### src/rtl/rojo_pkg.sv
// Shared types and constants for the Rojobot update responder.
package rojo_pkg;
  localparam int FIELD_W = 8;
  localparam int SNAP_W  = 4 * FIELD_W;

  localparam logic [7:0] MOTCTL_STOP = 8'h00;
  localparam logic [7:0] OVR_MAX     = 8'hFF;

  typedef enum logic [1:0] {
    S_IDLE = 2'd0,
    S_PEND = 2'd1,
    S_HOLD = 2'd2
  } state_t;

  typedef struct packed {
    logic [FIELD_W-1:0] locx;
    logic [FIELD_W-1:0] locy;
    logic [FIELD_W-1:0] sensors;
    logic [FIELD_W-1:0] botinfo;
  } snap_t;

  function automatic logic [7:0] sat_inc8(input logic [7:0] v);
    return (v == OVR_MAX) ? v : v + 8'd1;
  endfunction
endpackage

### src/rtl/rojo_sync_edge.sv
// Multi-flop synchronizer for the bot's update strobe plus a registered rising-edge detect.
module rojo_sync_edge
  import rojo_pkg::*;
#(
  parameter int SYNC_STAGES = 2
) (
  input  logic i_clk,
  input  logic i_rst,
  input  logic i_async,
  output logic o_rise
);
  logic [SYNC_STAGES-1:0] r_sync;
  logic                   r_dly;
  logic                   r_rise;

  always_ff @(posedge i_clk) begin
    if (i_rst) begin
      r_sync <= '0;
      r_dly  <= 1'b0;
      r_rise <= 1'b0;
    end else begin
      r_sync <= {r_sync[SYNC_STAGES-2:0], i_async};
      r_dly  <= r_sync[SYNC_STAGES-1];
      r_rise <= r_sync[SYNC_STAGES-1] & ~r_dly;
    end
  end

  assign o_rise = r_rise;
endmodule

### src/rtl/rojo_upd_responder.sv
// Core-side responder for the Rojobot update handshake: snapshot, level IRQ, MotCtl register.
// Optional MotCtl watchdog enabled by defining ROJO_MOTCTL_WDT_EN.
module rojo_upd_responder
  import rojo_pkg::*;
#(
  parameter int SYNC_STAGES = 2,
  parameter int CNT_W       = 16,
  parameter int WDT_LIMIT   = 8
) (
  input  logic               i_clk,
  input  logic               i_rst,
  input  logic               i_upd,
  input  logic [FIELD_W-1:0] i_locx,
  input  logic [FIELD_W-1:0] i_locy,
  input  logic [FIELD_W-1:0] i_sensors,
  input  logic [FIELD_W-1:0] i_botinfo,
  input  logic               i_ack,
  input  logic               i_motctl_wr,
  input  logic [7:0]         i_motctl_wdata,
  output logic               o_irq,
  output logic [SNAP_W-1:0]  o_snap,
  output logic [CNT_W-1:0]   o_upd_cnt,
  output logic [7:0]         o_ovr_cnt,
  output logic [7:0]         o_motctl,
  output logic               o_wdt_trip
);
  if (SYNC_STAGES < 2 || SYNC_STAGES > 4) begin : g_bad_sync
    $error("SYNC_STAGES must be 2..4");
  end
  if (WDT_LIMIT < 1 || WDT_LIMIT > 255) begin : g_bad_wdt
    $error("WDT_LIMIT must be 1..255");
  end

  logic             w_upd_rise;
  state_t           r_state;
  logic             r_pend_next;
  logic [7:0]       r_ovr_cnt;
  snap_t            r_snap;
  logic [CNT_W-1:0] r_upd_cnt;
  logic [7:0]       r_motctl;

  rojo_sync_edge #(
    .SYNC_STAGES(SYNC_STAGES)
  ) u_sync_edge (
    .i_clk  (i_clk),
    .i_rst  (i_rst),
    .i_async(i_upd),
    .o_rise (w_upd_rise)
  );

  // Bot registers are long-stable after the strobe, so they are sampled directly.
  always_ff @(posedge i_clk) begin
    if (i_rst) begin
      r_snap    <= '0;
      r_upd_cnt <= '0;
    end else if (w_upd_rise) begin
      r_snap    <= {i_locx, i_locy, i_sensors, i_botinfo};
      r_upd_cnt <= r_upd_cnt + CNT_W'(1);
    end
  end

  always_ff @(posedge i_clk) begin
    if (i_rst) begin
      r_state     <= S_IDLE;
      r_pend_next <= 1'b0;
      r_ovr_cnt   <= '0;
    end else begin
      case (r_state)
        S_IDLE: begin
          if (w_upd_rise) r_state <= S_PEND;
        end
        S_PEND: begin
          if (i_ack) begin
            r_state     <= S_HOLD;
            r_pend_next <= w_upd_rise;
          end else if (w_upd_rise) begin
            r_ovr_cnt <= sat_inc8(r_ovr_cnt);
          end
        end
        S_HOLD: begin
          if (w_upd_rise && r_pend_next) r_ovr_cnt <= sat_inc8(r_ovr_cnt);
          // An update landing on the release edge still counts as pending.
          if (!i_ack) begin
            r_state     <= (r_pend_next || w_upd_rise) ? S_PEND : S_IDLE;
            r_pend_next <= 1'b0;
          end else if (w_upd_rise) begin
            r_pend_next <= 1'b1;
          end
        end
        default: r_state <= S_IDLE;
      endcase
    end
  end

`ifdef ROJO_MOTCTL_WDT_EN
  logic [7:0] r_wdt_cnt;
  logic       r_wdt_trip;

  // A write on the tripping edge wins: it reloads MotCtl and restarts the count.
  always_ff @(posedge i_clk) begin
    if (i_rst) begin
      r_motctl   <= '0;
      r_wdt_cnt  <= '0;
      r_wdt_trip <= 1'b0;
    end else if (i_motctl_wr) begin
      r_motctl   <= i_motctl_wdata;
      r_wdt_cnt  <= '0;
      r_wdt_trip <= 1'b0;
    end else if (w_upd_rise && (r_wdt_cnt != 8'(WDT_LIMIT))) begin
      r_wdt_cnt <= r_wdt_cnt + 8'd1;
      if ((r_wdt_cnt + 8'd1) == 8'(WDT_LIMIT)) begin
        r_motctl   <= MOTCTL_STOP;
        r_wdt_trip <= 1'b1;
      end
    end
  end

  assign o_wdt_trip = r_wdt_trip;
`else
  always_ff @(posedge i_clk) begin
    if (i_rst) begin
      r_motctl <= '0;
    end else if (i_motctl_wr) begin
      r_motctl <= i_motctl_wdata;
    end
  end

  assign o_wdt_trip = 1'b0;
`endif

  assign o_irq     = (r_state == S_PEND);
  assign o_snap    = r_snap;
  assign o_upd_cnt = r_upd_cnt;
  assign o_ovr_cnt = r_ovr_cnt;
  assign o_motctl  = r_motctl;
endmodule

### config.mk
export PLATFORM = sky130hd
export DESIGN_NAME = rojo_upd_responder
export DESIGN_NICKNAME = d
export VERILOG_FILES = /design/src/rtl/rojo_pkg.sv /design/src/rtl/rojo_sync_edge.sv /design/src/rtl/rojo_upd_responder.sv
export SDC_FILE = /design/constraint.sdc
export NUM_CORES = 1
export LEC_CHECK = 0
export BUFFER_PORTS_ARGS = -buffer_cell sky130_fd_sc_hd__buf_2
export CAP_MARGIN = 20
export CELL_PAD_IN_SITES_DETAIL_PLACEMENT = 0
export CELL_PAD_IN_SITES_GLOBAL_PLACEMENT = 1
export CORE_ASPECT_RATIO = 0.75
export CORE_MARGIN = 3
export CORE_UTILIZATION = 35
export CTS_CLUSTER_DIAMETER = 50
export CTS_CLUSTER_SIZE = 12
export DETAILED_ROUTE_END_ITERATION = 8
export GPL_TIMING_DRIVEN = 0
export PLACE_DENSITY_LB_ADDON = 0.1
export SYNTH_ARGS = -nofsm -noshare
export SYNTH_HDL_FRONTEND = slang
export SYNTH_SLANG_ARGS = --single-unit
### constraint.sdc
create_clock -name i_clk -period 2.4 [get_ports i_clk]
set_input_delay 0.12 -clock i_clk [delete_from_list [all_inputs] [get_ports i_clk]]
set_output_delay 0.12 -clock i_clk [all_outputs]
set_load 0.01 [all_outputs]
==> summary.md <==
| Metric | Value |
|---|---|
| Yosys reg bits | `71` |
| Final worst slack | `0.351 ns` |
| CTS max path bufs | `2` |
| Fin Setup TNS | `0 ns` |
| Final hold violations | `0` |
| First-pass GRT wire length | `11200 um` |
| Most frequent cell after synthesis | `dfxtp_1` |
| Share of the synthesized area in the top cell type | `0.497` |
| Vias | `2447` |
| Row count | `27` |
| Global-route usage over all layers | `0.153` |
| Power per Cell Area | `702 nW/um^2` |
| PostCTS Resize Cnt | `0` |
| Min cycle time layout | `2.05 ns` |
| Worst slew pin tran | `0.617 ns` |
| Initial Utilization | `0.374` |
| Yosys warning total | `0` |
| H-tree levels | `3` |
| Clock Root Buffer | `clkbuf_8` |
| IO Port Bufs | `107` |
| Fill cells | `751` |
| CORE AREA | `7630 um^2` |
| Num Clock Sinks | `71` |
| Crit path capture type | `flip-flop` |
| Clock transition at the registers of the reported paths | `0.07 ns` |
| Syn-to-layout area delta | `36.7%` |
| Initial DRC Count | `63` |
| Register-to-register setup slack | `0.35 ns` |
| Die footprint | `9300 um^2` |
| List of most frequent post-synthesis cells | `71 x dfxtp_1, 58 x nor2_1, 44 x mux2i_1` |
| DR pass1 iterations | `4` |
| RePlAce Congestion | `0.734` |
| Final Max Tran Viols | `0` |
| Relative slew margins | `0.585` |
| Hold-fix buffers at CTS | `15` |
| Final global-route overflow total | `0` |
| Nets | `480` |
| Slowest cell on crit path | `dfxtp_1` |
| # diodes | `0` |
| Synth Area per Inst | `9.69 um^2` |
| Critical Path RT | `2.61 ns` |
| Synth Instances | `295` |
| Arr. time, crit path | `2.26 ns` |
| Maximum clock rate | `488 MHz` |
| Die Wd | `110 um` |
| Synthesized cell area | `2860 um^2` |
| Fin Hold WS | `0.0133 ns` |
| VDD IR max | `0.345 mV` |
| Share of post-route cells with drive strength above 1 | `0.309` |
| Final period utilization | `0.854` |
| ANT nets after route | `0` |
| Critical path launch point type | `flip-flop` |
| CTS Buf Count | `9` |
| Vias in the first global route | `2298` |
| Critical path fanouts, max | `10` |
| Most common flop cell mapped by yosys | `dfxtp_1` |
| Setup Crit Path Kind | `flip-flop to flip-flop` |
| Die height | `84.3 um` |
| Worst hold path type | `primary input to flip-flop` |
| Clk Latency, worst-skew pair | `0.34 ns` |
| Initial antenna violation count | `0` |
| Delay of the slowest critical-path stage | `0.42 ns` |
| Post-CTS setup repair buffer count | `0` |
| DP Worst Slack | `0.375 ns` |
| Synth top area cells | `dfxtp_1 50%, mux2i_1 15%, nor2_1 7.6%, ha_1 3.1%, nand2_1 2.0%` |
| Async SR Flop Fraction | `0` |
| Largest area contributor in the netlist | `dfxtp_1` |
| Status | `finished clean` |
| Setup Skew | `0.00548 ns` |
| CTS tree | `yes` |
| Max-Cap Viols | `0` |
| Netlist cell types | `34` |
| Seq/Total Area, Yosys | `0.497` |
| IO Count | `111` |
| Final setup violation count | `0` |
| DRC viols | `0` |
| CP cell instances | `inv_1, ha_1, nor2_1, o2111ai_1, clkbuf_1, o311ai_0, o41ai_1` |
| Detail Placement HPWL | `4990 um` |
| Via density | `4.58` |
| Pleak | `1.76 nW` |
| Syn Nets | `347` |
| RSZ-0062 raised after global routing | `no` |
| EDFF count, synth | `0` |
| Drt wl/cell | `12.9 um` |
| Largest net degree at the start of global routing | `13` |
| WL final | `6860 um` |
-- per-stage QoR --
stage	std cells	util	power [W]	instance area, um^2
global placement	503	0.461	0.00162	3520
CTS	534	0.512	0.00279	3910
floorplan	295	-	0.00150	2860
finish	534	0.512	0.00274	3910
detailed placement	503	0.461	0.00163	3520
global route	534	0.512	0.00290	3910
-- final cells by class --
type                    count  area, um^2  share of cell area
well taps                 101         126              0.0323
flip-flops and latches     71        1420               0.364
inverters                   7        26.3             0.00672
repair buffers            122         686               0.175
clock inverters             6         109              0.0279
clock buffers              10         128              0.0327
plain buffers              16        70.1              0.0179
multi-input cells         201        1340               0.343
-- placed cells by master, fill, tap and decap left out, types with 3 or more instances in the layout --
cell,instances
xor2_1,6
nand4_1,4
dfxtp_1,71
clkbuf_1,11
or3_1,3
dlygate4sd3_1,15
o31ai_1,5
nor2_1,58
mux2i_1,44
o21ai_0,5
nand3_1,7
xnor2_1,4
a21oi_1,10
nor2b_1,6
buf_2,112
bufinv_16,3
nand2_1,15
ha_1,7
or4_1,5
inv_1,7
clkbuf_8,9
-- logic make-up (layout without fill, tap and decap cells) --
group / after synthesis / in the layout / share of synthesized area
adder cells (fa/ha/maj): 7 / 7 / 0.0306
buffers and inverters: 23 / 161 / 0.0337
other: 1 / 1 / 0.00131
flip-flops: 71 / 71 / 0.497
multiplexers: 46 / 46 / 0.162
XOR/XNOR: 10 / 10 / 0.0306
AO/OA/AOI/OAI: 27 / 27 / 0.0604
AND/OR/NAND/NOR: 110 / 110 / 0.184
-- layer usage --
metal	global-route usage	wire length (um)	vias up
li1	-	-	1283
met1	0.201	3310	1084
met2	0.237	2970	70
met3	0.0584	513	10
met4	0.0369	75	0
met5	0	0	-
-- critical path, delay by kind of cell, from the launching register on --
kind	cells	cell delay, ns
flops	1	0.42
buf+inv	2	0.38
simple gates	1	0.14
fa+ha+maj	1	0.24
compound gates	3	0.75
-- sequential cells by signal, indices dropped and copies added (netlist names) --
register and flops:
o_snap 32, o_upd_cnt 16, o_motctl 8, o_ovr_cnt 8
r_state 2, u_sync_edge.r_sync 2, r_pend_next 1, u_sync_edge.o_rise 1
u_sync_edge.r_dly 1
-- worst paths after layout --
path	startpoint	end	cells past startpoint
min reg2reg	u_sync_edge.r_dly	u_sync_edge.o_rise	1
max reg2reg	r_state[0]	o_ovr_cnt[2]	7
min	i_locy[3]	o_snap[19]	3
max	r_state[0]	o_ovr_cnt[2]	7
-- power breakdown --
group / internal [W] / leakage, nW / switching (W)
Clock: 0.000689 / 0.120 / 0.000442
Combinational: 0.000158 / 1.07 / 0.000196
Sequential: 0.00122 / 0.575 / 0.0000397
Total: 0.00207 / 1.76 / 0.000678
No activity file was read; power rests on OpenSTA's default activity.
